### src/rtl/multicycle_ctrl_if.sv
`default_nettype none
// ---------------------------------------------------------------------------
// multicycle_ctrl_if : control-unit bundle (IR/flags in, datapath/memory out)
// Revision 1.0
// ---------------------------------------------------------------------------
interface multicycle_ctrl_if #(
  parameter int CNT_W = 16
) ();
  logic [3:0]       opcode;
  logic             zero;
  logic             memAck;
  logic             memReq;
  logic             memWe;
  logic             iOrD;
  logic             irWrite;
  logic             pcWrite;
  logic [1:0]       pcSrc;
  logic [2:0]       aluOp;
  logic [1:0]       aluSrc1;
  logic [1:0]       aluSrc2;
  logic [1:0]       regDst;
  logic [1:0]       memToReg;
  logic             regWrite;
  logic             retire;
  logic [CNT_W-1:0] instret;
  logic             halted;
  logic             fault;
  logic [2:0]       state;

  modport master (
    input  opcode, zero, memAck,
    output memReq, memWe, iOrD, irWrite, pcWrite, pcSrc, aluOp, aluSrc1,
           aluSrc2, regDst, memToReg, regWrite, retire, instret, halted,
           fault, state
  );

  modport slave (
    output opcode, zero, memAck,
    input  memReq, memWe, iOrD, irWrite, pcWrite, pcSrc, aluOp, aluSrc1,
           aluSrc2, regDst, memToReg, regWrite, retire, instret, halted,
           fault, state
  );
endinterface
`default_nettype wire

### src/rtl/multicycle_ctrl.sv
`default_nettype none
// ---------------------------------------------------------------------------
// multicycle_ctrl : multi-cycle FSM control unit with req/ack memory port
// Revision 1.0
// ---------------------------------------------------------------------------
module multicycle_ctrl #(
  parameter int         TIMEOUT  = 15,
  parameter int         CNT_W    = 16,
  parameter logic [1:0] LINK_DST = 2'b10
) (
  input  logic              clk,
  input  logic              rst,
  multicycle_ctrl_if.master bus
);

  localparam int WAIT_W = (TIMEOUT > 0) ? $clog2(TIMEOUT + 1) : 1;
  localparam logic [WAIT_W-1:0] WAIT_MAX = WAIT_W'(TIMEOUT);

  localparam logic [3:0] OP_ADI = 4'b1000;
  localparam logic [3:0] OP_SWP = 4'b1001;
  localparam logic [3:0] OP_LDW = 4'b1010;
  localparam logic [3:0] OP_STW = 4'b1011;
  localparam logic [3:0] OP_BRZ = 4'b1100;
  localparam logic [3:0] OP_JMP = 4'b1101;
  localparam logic [3:0] OP_JAL = 4'b1110;
  localparam logic [3:0] OP_HLT = 4'b1111;

  typedef enum logic [2:0] {
    S_FETCH   = 3'd0,
    S_DECODE  = 3'd1,
    S_EXEC    = 3'd2,
    S_MEM     = 3'd3,
    S_WB      = 3'd4,
    S_HALT    = 3'd5,
    S_FAULT   = 3'd6,
    S_ILLEGAL = 3'd7
  } state_t;

  state_t            r_state;
  state_t            w_next;
  logic [3:0]        r_op;
  logic [WAIT_W-1:0] r_wait;
  logic [CNT_W-1:0]  r_instret;

  logic       w_timeout;
  logic       w_memReq, w_memWe, w_iOrD, w_irWrite, w_pcWrite, w_regWrite, w_retire;
  logic [1:0] w_pcSrc, w_aluSrc1, w_aluSrc2, w_regDst, w_memToReg;
  logic [2:0] w_aluOp;

  // {aluOp, aluSrc1, aluSrc2}; shared by EXEC and the MEM/WB states that hold it
  function automatic logic [6:0] alu_ctrl(input logic [3:0] op);
    logic [6:0] c;
    c = 7'd0;
    if (!op[3])                          c = {op[2:0], 2'b00, 2'b00};
    else if (op == OP_ADI)               c = {3'b000, 2'b00, 2'b01};
    else if (op == OP_SWP)               c = {3'b000, 2'b10, 2'b10};
    else if (op == OP_LDW || op == OP_STW) c = {3'b000, 2'b00, 2'b01};
    else if (op == OP_BRZ)               c = {3'b001, 2'b00, 2'b00};
    return c;
  endfunction

  assign w_timeout = (TIMEOUT != 0) && (r_wait == WAIT_MAX);

  always_comb begin
    w_next     = r_state;
    w_memReq   = 1'b0;
    w_memWe    = 1'b0;
    w_iOrD     = 1'b0;
    w_irWrite  = 1'b0;
    w_pcWrite  = 1'b0;
    w_pcSrc    = 2'b00;
    w_aluOp    = 3'b000;
    w_aluSrc1  = 2'b00;
    w_aluSrc2  = 2'b00;
    w_regDst   = 2'b00;
    w_memToReg = 2'b00;
    w_regWrite = 1'b0;
    case (r_state)
      S_FETCH: begin
        w_memReq = 1'b1;
        if (bus.memAck) begin
          w_irWrite = 1'b1;
          w_pcWrite = 1'b1;
          w_next    = S_DECODE;
        end else if (w_timeout) begin
          w_next = S_FAULT;
        end
      end
      S_DECODE: begin
        case (bus.opcode)
          OP_HLT: w_next = S_HALT;
          OP_JMP: begin
            w_pcWrite = 1'b1;
            w_pcSrc   = 2'b10;
            w_next    = S_FETCH;
          end
          OP_JAL: begin
            // PC already holds PC+1 from FETCH, so it is the link value
            w_pcWrite  = 1'b1;
            w_pcSrc    = 2'b10;
            w_regWrite = 1'b1;
            w_regDst   = LINK_DST;
            w_memToReg = 2'b10;
            w_next     = S_FETCH;
          end
          default: w_next = S_EXEC;
        endcase
      end
      S_EXEC: begin
        {w_aluOp, w_aluSrc1, w_aluSrc2} = alu_ctrl(r_op);
        if (r_op == OP_LDW || r_op == OP_STW) begin
          w_next = S_MEM;
        end else if (r_op == OP_BRZ) begin
          if (bus.zero) begin
            w_pcWrite = 1'b1;
            w_pcSrc   = 2'b01;
          end
          w_next = S_FETCH;
        end else begin
          w_next = S_WB;
        end
      end
      S_MEM: begin
        {w_aluOp, w_aluSrc1, w_aluSrc2} = alu_ctrl(r_op);
        w_memReq = 1'b1;
        w_iOrD   = 1'b1;
        w_memWe  = (r_op == OP_STW);
        if (bus.memAck)  w_next = (r_op == OP_STW) ? S_FETCH : S_WB;
        else if (w_timeout) w_next = S_FAULT;
      end
      S_WB: begin
        {w_aluOp, w_aluSrc1, w_aluSrc2} = alu_ctrl(r_op);
        w_regWrite = 1'b1;
        w_memToReg = (r_op == OP_LDW) ? 2'b01 : 2'b00;
        w_next     = S_FETCH;
      end
      S_HALT:  w_next = S_HALT;
      S_FAULT: w_next = S_FAULT;
      default: w_next = S_FETCH;
    endcase

    w_retire = ((w_next == S_FETCH) &&
                (r_state inside {S_DECODE, S_EXEC, S_MEM, S_WB})) ||
               ((w_next == S_HALT) && (r_state != S_HALT));
  end

  always_ff @(posedge clk) begin
    if (rst) begin
      r_state   <= S_FETCH;
      r_op      <= 4'd0;
      r_wait    <= '0;
      r_instret <= '0;
    end else begin
      r_state <= w_next;
      if (r_state == S_DECODE) r_op <= bus.opcode;
      if (w_next != r_state)
        r_wait <= '0;
      else if ((r_state == S_FETCH || r_state == S_MEM) && !bus.memAck)
        r_wait <= r_wait + 1'b1;
      if (w_retire) r_instret <= r_instret + 1'b1;
    end
  end

  // Outputs are gated by rst so the memory request drops in the reset cycle itself
  assign bus.memReq   = w_memReq   & ~rst;
  assign bus.memWe    = w_memWe    & ~rst;
  assign bus.iOrD     = w_iOrD     & ~rst;
  assign bus.irWrite  = w_irWrite  & ~rst;
  assign bus.pcWrite  = w_pcWrite  & ~rst;
  assign bus.regWrite = w_regWrite & ~rst;
  assign bus.retire   = w_retire   & ~rst;
  assign bus.pcSrc    = rst ? 2'b00 : w_pcSrc;
  assign bus.aluOp    = rst ? 3'b000 : w_aluOp;
  assign bus.aluSrc1  = rst ? 2'b00 : w_aluSrc1;
  assign bus.aluSrc2  = rst ? 2'b00 : w_aluSrc2;
  assign bus.regDst   = rst ? 2'b00 : w_regDst;
  assign bus.memToReg = rst ? 2'b00 : w_memToReg;
  assign bus.instret  = rst ? '0 : r_instret;
  assign bus.halted   = ~rst & (r_state == S_HALT);
  assign bus.fault    = ~rst & (r_state == S_FAULT);
  assign bus.state    = rst ? 3'd0 : r_state;

endmodule
`default_nettype wire

### src/flat_wrapper.sv
// flat-port wrapper written by rule: the top's interface ports become plain ports
module multicycle_ctrl_flat 
#(
  parameter int         TIMEOUT  = 15,
  parameter int         CNT_W    = 16,
  parameter logic [1:0] LINK_DST = 2'b10
)
  (clk, rst, bus_opcode, bus_zero, bus_memAck, bus_memReq, bus_memWe, bus_iOrD, bus_irWrite, bus_pcWrite, bus_pcSrc, bus_aluOp, bus_aluSrc1, bus_aluSrc2, bus_regDst, bus_memToReg, bus_regWrite, bus_retire, bus_instret, bus_halted, bus_fault, bus_state);
  multicycle_ctrl_if #(.CNT_W(CNT_W)) bus_i ();
  input  logic clk;
  input  logic rst;
  input wire logic [$bits(bus_i.opcode)-1:0] bus_opcode;
  input wire logic [$bits(bus_i.zero)-1:0] bus_zero;
  input wire logic [$bits(bus_i.memAck)-1:0] bus_memAck;
  output wire logic [$bits(bus_i.memReq)-1:0] bus_memReq;
  output wire logic [$bits(bus_i.memWe)-1:0] bus_memWe;
  output wire logic [$bits(bus_i.iOrD)-1:0] bus_iOrD;
  output wire logic [$bits(bus_i.irWrite)-1:0] bus_irWrite;
  output wire logic [$bits(bus_i.pcWrite)-1:0] bus_pcWrite;
  output wire logic [$bits(bus_i.pcSrc)-1:0] bus_pcSrc;
  output wire logic [$bits(bus_i.aluOp)-1:0] bus_aluOp;
  output wire logic [$bits(bus_i.aluSrc1)-1:0] bus_aluSrc1;
  output wire logic [$bits(bus_i.aluSrc2)-1:0] bus_aluSrc2;
  output wire logic [$bits(bus_i.regDst)-1:0] bus_regDst;
  output wire logic [$bits(bus_i.memToReg)-1:0] bus_memToReg;
  output wire logic [$bits(bus_i.regWrite)-1:0] bus_regWrite;
  output wire logic [$bits(bus_i.retire)-1:0] bus_retire;
  output wire logic [$bits(bus_i.instret)-1:0] bus_instret;
  output wire logic [$bits(bus_i.halted)-1:0] bus_halted;
  output wire logic [$bits(bus_i.fault)-1:0] bus_fault;
  output wire logic [$bits(bus_i.state)-1:0] bus_state;
  assign bus_i.opcode = bus_opcode;
  assign bus_i.zero = bus_zero;
  assign bus_i.memAck = bus_memAck;
  assign bus_memReq = bus_i.memReq;
  assign bus_memWe = bus_i.memWe;
  assign bus_iOrD = bus_i.iOrD;
  assign bus_irWrite = bus_i.irWrite;
  assign bus_pcWrite = bus_i.pcWrite;
  assign bus_pcSrc = bus_i.pcSrc;
  assign bus_aluOp = bus_i.aluOp;
  assign bus_aluSrc1 = bus_i.aluSrc1;
  assign bus_aluSrc2 = bus_i.aluSrc2;
  assign bus_regDst = bus_i.regDst;
  assign bus_memToReg = bus_i.memToReg;
  assign bus_regWrite = bus_i.regWrite;
  assign bus_retire = bus_i.retire;
  assign bus_instret = bus_i.instret;
  assign bus_halted = bus_i.halted;
  assign bus_fault = bus_i.fault;
  assign bus_state = bus_i.state;
  multicycle_ctrl #(.TIMEOUT(TIMEOUT), .CNT_W(CNT_W), .LINK_DST(LINK_DST)) u_core (.clk(clk), .rst(rst), .bus(bus_i));
endmodule
### config.mk
export PLATFORM = sky130hd
export DESIGN_NAME = multicycle_ctrl_flat
export DESIGN_NICKNAME = d
export VERILOG_FILES = /design/src/rtl/multicycle_ctrl_if.sv /design/src/rtl/multicycle_ctrl.sv /design/src/flat_wrapper.sv
export SDC_FILE = /design/constraint.sdc
export NUM_CORES = 1
export LEC_CHECK = 0
export CAP_MARGIN = 20
export CORE_UTILIZATION = 49
export DETAILED_ROUTE_END_ITERATION = 12
export GPL_TIMING_DRIVEN = 0
export PLACE_DENSITY = 0.89
export SLEW_MARGIN = 20
export SYNTH_ARGS = -nofsm -noshare
export SYNTH_HDL_FRONTEND = slang
export SYNTH_SLANG_ARGS = --single-unit
### constraint.sdc
create_clock -name clk -period 2.45 [get_ports clk]
set_input_delay 0.3675 -clock clk [delete_from_list [all_inputs] [get_ports clk]]
set_output_delay 0.3675 -clock clk [all_outputs]
set_load 0.01 [all_outputs]
Word-level counts from Yosys, hierarchy flattened
Cells that the tools add are included.
- add/subtract/negate cells: 2
- equal/unequal tests: 18
- multiplexer cells: 45
- bitwise operators: 10
- reduce and logical (&&, ||, !) cells: 14
- operators by type and width (operator ; count):
    4-bit equality test, second input constant ; 9
    7-bit 2-to-1 mux ; 4
    3-bit 2-to-1 mux ; 9
    2-bit 2-to-1 mux ; 12
    3-bit one-hot mux with 6 select lines ; 1
    16-bit by 1-bit adder with 16-bit output, second input constant ; 1
    16-bit 2-to-1 mux ; 1
    3-bit equality test, second input constant ; 4
    1-bit 2-to-1 mux ; 12
    1-bit AND ; 9
    2-bit one-hot mux with 2 select lines ; 2
    3-bit by 2-bit equality test with 1-bit output, second input constant ; 2
    3-bit zero test ; 2
    3-bit one-hot mux with 2 select lines ; 1
    2-bit OR reduction ; 3
    5-bit 2-to-1 mux ; 1
    4-bit by 1-bit adder with 4-bit output, second input constant ; 1
    4-bit nonzero test ; 1
    3-bit by 1-bit equality test with 1-bit output, second input constant ; 1
    1-bit logical AND ; 3
    1-bit logical OR ; 3
    3-bit != test ; 1
    3-bit != test, second input constant ; 1
    1-bit one-hot mux with 3 select lines ; 1
    other kinds (4) ; 4
- bits in registers: 27
- output and inout bits: 41
- logic and storage cells: 93

Depth between registers and ports, before layout
- depth after elaboration: 8
- depth in mapped cells: 8

Worst setup path after synthesis
OpenSTA, ideal clock, no wires.
- kind: register to output
- start: reg u_core.r_wait[0]
- end: out bus_retire
- data arrival time: 1.747 ns
- data required time: 2.082 ns
- setup slack: 0.336 ns
- stages on the path, launching flop included: 8
- path through: dfxtp_1 -> ha_1 -> a31o_2 -> a32o_2 -> a21o_1 -> buf_6 -> buf_6 -> nor3_1
- cells in the longest elaborated chain, start to end: 8
- RTL lines (element ; line ; source):
    start: declaration ; multicycle_ctrl.sv:42 ; logic [WAIT_W-1:0] r_wait;
    start signal: assignment ; multicycle_ctrl.sv:159 ; r_wait <= r_wait + 1'b1;
    4-bit equality test * ; multicycle_ctrl.sv:62 ; assign w_timeout = (TIMEOUT != 0) && (r_wait == WAIT_MAX);
    3-bit 2-to-1 mux * ; multicycle_ctrl.sv:85, multicycle_ctrl.sv:129 ;
    3-bit 2-to-1 mux, on equally long branches ; multicycle_ctrl.sv:128, multicycle_ctrl.sv:81 ;
    3-bit one-hot mux with 6 select lines * ; multicycle_ctrl.sv:78 ; case (r_state)
    3-bit equality test or 3-bit zero test (tied branches) ; multicycle_ctrl.sv:144, multicycle_ctrl.sv:142 ;
    1-bit logical AND, on equally long branches ; multicycle_ctrl.sv:144, multicycle_ctrl.sv:142 ;
    1-bit logical OR * ; multicycle_ctrl.sv:143 ; (r_state inside {S_DECODE, S_EXEC, S_MEM, S_WB})) ||
    1-bit AND * ; multicycle_ctrl.sv:171 ; assign bus.retire = w_retire & ~rst;
    end: declaration ; flat_wrapper.sv:27 ; output wire logic [$bits(bus_i.retire)-1:0] bus_retire;
Every way passes the cells marked *; elsewhere a longest branch is shown, timed or not.

Worst setup path after layout
Same ends and word-level chain as after synthesis.

==> impl_metrics.py <==
metrics = {
    "detailed_routing": {
        "dr.pass1.iters": 4,
        "routed_wl_mm": 4.95,
        "initialDrtViolationCount": 113,
        "drc": 0,
        "vias_per_cell": 5.95,
        "avgRoutedWirePerCell_um": 14.7,
        "ant_nets": 0,
        "num_vias": 2006,
    },
    "synthesis": {
        "synth_edf_count": 0,
        "synth_common_cells": "dfxtp_1 (27), nor2_1 (24), nor2b_1 (20)",
        "synth_flop_cell": "dfxtp_1",
        "post_synth.cell_area_avg_sq_um": 7.87,
        "synthCells": 238,
        "synth_largest_area_cell": "dfxtp_1",
        "synth_most_common_cell": "dfxtp_1",
        "synth_top_area_frac": 0.289,
        "synth_cell_types": 52,
        "synth_area_sq_mm": 0.00187,
        "yosysWarnings": 0,
        "ys_seq_area_frac": 0.289,
        "synth-async-reset-ratio": 0,
        "synth.top_cells.by_area": "dfxtp_1 (29%), nor2b_1 (6.7%), a21oi_1 (4.8%), mux2_1 (4.8%), nor2_1 (4.8%)",
        "synth-seq-cells": 27,
    },
    "placement": {
        "dp.cells": 332,
        "port_buffers": 45,
        "dp_hpwl_mm": 3.53,
        "dpl_cell_area_sq_mm": 0.00239,
        "place_congestion": 0.968,
        "place_ws_ns": -0.477,
    },
    "cts": {
        "clockBufferDepth": 2,
        "worstSkewPairLatency_ns": 0.27,
        "cts_tree": "built",
        "htree_levels": 1,
        "cts.clk_slew.worst_paths_ns": 0.09,
        "cts.sinks": 27,
        "cts-root-buf": "clkbuf_8",
        "numCtsBuffers": 3,
        "ctsHoldBuffers": 0,
    },
    "grt": {
        "track_usage": 0.237,
        "overflow": 0,
        "grt_pass1_vias": 1885,
        "grt_max_degree": 16,
        "grt_pass1_wl_mm": 7.94,
        "antenna_found_initial": 0,
    },
    "hold_path": {
        "hold-path-cell-count": 3,
        "hold_path_class": "in2reg",
        "hold_start": "bus_opcode[2]",
    },
    "sta": {
        "hold_viol_final": 0,
        "fin_worst_skew_ns": 0.00397,
        "period_needed_ns": 2.44,
        "slew_headroom": 0.650,
        "grt_setup_unrepaired": "true",
        "setup_ws_ns": 0.00545,
        "setup_violations": 0,
        "tightest_slew_ns": 0.525,
        "min_period_over_period": 0.998,
        "finalMaxSlewViolations": 0,
        "maxClockFrequency_mhz": 409,
    },
    "critical_path": {
        "r2r-start": "u_core.r_wait[0]",
        "critPathCapture": "bus_retire",
        "timing.critical_path.cells": "ha_2 -> a31o_2 -> a32o_2 -> a21o_1 -> buf_6 -> buf_6 -> nor3_2 -> buf_2",
        "cp_num_cells": 8,
        "max_stage_delay_ns": 0.34,
        "r2r_setup_slack_ns": 0.27,
        "critPathTopFamily": "compound AO/OA/AOI/OAI gates",
        "cp_max_fo": 10,
        "critPathRequiredTime_ns": 2.08,
        "cpMostUsedCell": "buf_6",
        "cp.arrival_ns": 2.08,
        "criticalPathCategory": "reg2out",
        "path_buf_inv": 3,
        "startpoint": "u_core.r_wait[0]",
        "r2r_cells": 8,
        "critPathSlowestCell": "dfxtp_2",
        "start_kind": "flop",
        "end_kind": "output port",
        "critical_path.reg2reg.endpoint": "u_core.r_instret[5]",
    },
    "finish": {
        "drive_gt1_frac": 0.145,
        "fin_nets": 300,
        "n_antenna_cell": 0,
        "finish.instance_area_sq_mm": 0.00253,
        "final_cells": 337,
        "area_growth_pct": 34.9,
        "fillers": 311,
    },
    "floorplanning": {
        "die_area_sq_mm": 0.00407,
        "core-area_sq_mm": 0.00366,
        "start_util": 0.512,
        "die_w_um": 63.8,
        "io_pins": 49,
        "die_h_um": 63.8,
        "rows": 22,
    },
    "flow_run": {
        "drv_cap": 0,
    },
    "run_status": {
        "status": "finished clean",
    },
    "power": {
        "peakVddDrop_mv": 0.255,
        "p_per_area_mw_per_mm2": 383,
        "leakage_nw": 0.983,
    },
}
layout by cell type (no fill, tap or decap), types with 3 or more instances in the layout:
cell type	Yosys	final
and2_1	3	3
dfxtp_1	27	23
and3_1	7	7
mux2_2	5	5
nor3_1	12	11
o21ai_0	8	8
buf_4	4	5
buf_2	1	4
nor2_1	24	23
clkdlybuf4s50_1	0	38
nand2_1	13	12
nand2b_1	4	4
clkbuf_1	7	3
nor4_1	4	4
nor2b_1	20	19
and4b_1	3	3
xor2_1	3	3
mux2_1	8	8
dfxtp_2	0	3
clkbuf_8	0	3
a31oi_1	3	3
nand4_1	4	4
and4_1	3	3
buf_6	3	3
inv_1	5	5
nand3_1	11	11
or4_1	3	3
dlygate4sd2_1	0	4
a21oi_1	18	18
layer usage:
layer  up-vias  track usage  wire length, um
li1        958            -                -
met1       942        0.266             1980
met2        94        0.444             2530
met3        12       0.0339              337
met4         0       0.0938               95
met5         -            0                0
layout make-up:
cell class	count	area, sq um	share of cell area
multi-input cells	191	1290	0.512
flip-flops and latches	27	548	0.217
repair buffers	46	453	0.179
plain buffers	16	108	0.0426
well taps	48	60.1	0.0238
clock buffers	3	41.3	0.0163
inverters	5	18.8	0.00743
clock inverters	1	5.00	0.00198
flip-flops by register name, indices dropped and copies added, names as in the netlist:
register / cells
u_core.r_op: 4
u_core.r_instret: 16
u_core.r_wait: 4
u_core.r_state: 3
logic make-up (layout without fill, tap and decap cells):
group           after synthesis  count (layout)  share of synthesized area
simple gates                124             124                      0.376
compound gates               44              44                      0.150
flops                        27              27                      0.289
buf+inv                      21              71                     0.0628
mux                          14              14                     0.0835
xor+xnor                      5               5                     0.0234
fa+ha+maj                     2               2                     0.0134
other cells                   1               2                    0.00200
power breakdown:
group / switching [mW] / internal, mW / total (mW)
logic: 0.142 / 0.107 / 0.249
clock network: 0.133 / 0.114 / 0.247
registers: 0.0181 / 0.452 / 0.470
total: 0.293 / 0.673 / 0.966
metrics by stage:
stage | util | TNS [ns] | hold WS [ns] | power, mW
after global routing | 0.690 | -0.152 | 0.470 | 1.02
after detailed placement | 0.652 | -1.10 | 0.481 | 0.708
final | 0.690 | 0 | 0.456 | 0.966
after global placement | 0.652 | -1.04 | 0.467 | 0.704
after CTS | 0.676 | 0 | 0.509 | 0.961
after floorplan | - | 0 | 0.447 | 0.632
worst reg2reg max path, cell delays in order (launching register included):
cell,delay (ns)
dfxtp_2,0.34
ha_2,0.20
a31o_2,0.24
a32o_2,0.28
a21o_1,0.17
buf_6,0.13
buf_6,0.13
nor3_1,0.23
mux2_1,0.34
worst min path at each step:
stage / end / slack, ns
finish: u_core.r_op[2] / 0.46
global route: u_core.r_op[2] / 0.47
CTS: u_core.r_instret[12] / 0.51
detailed placement: u_core.r_instret[15] / 0.48
global placement: u_core.r_instret[15] / 0.47
floorplan: u_core.r_instret[15] / 0.45
timing repair:
action,in CTS,in global routing
resized for setup,22,17
setup endpoints to repair,9,10
buffers inserted,0,1
pin swaps,0,0
hold endpoints to repair,0,0
Note: power is estimated with default switching activity, not from simulation.
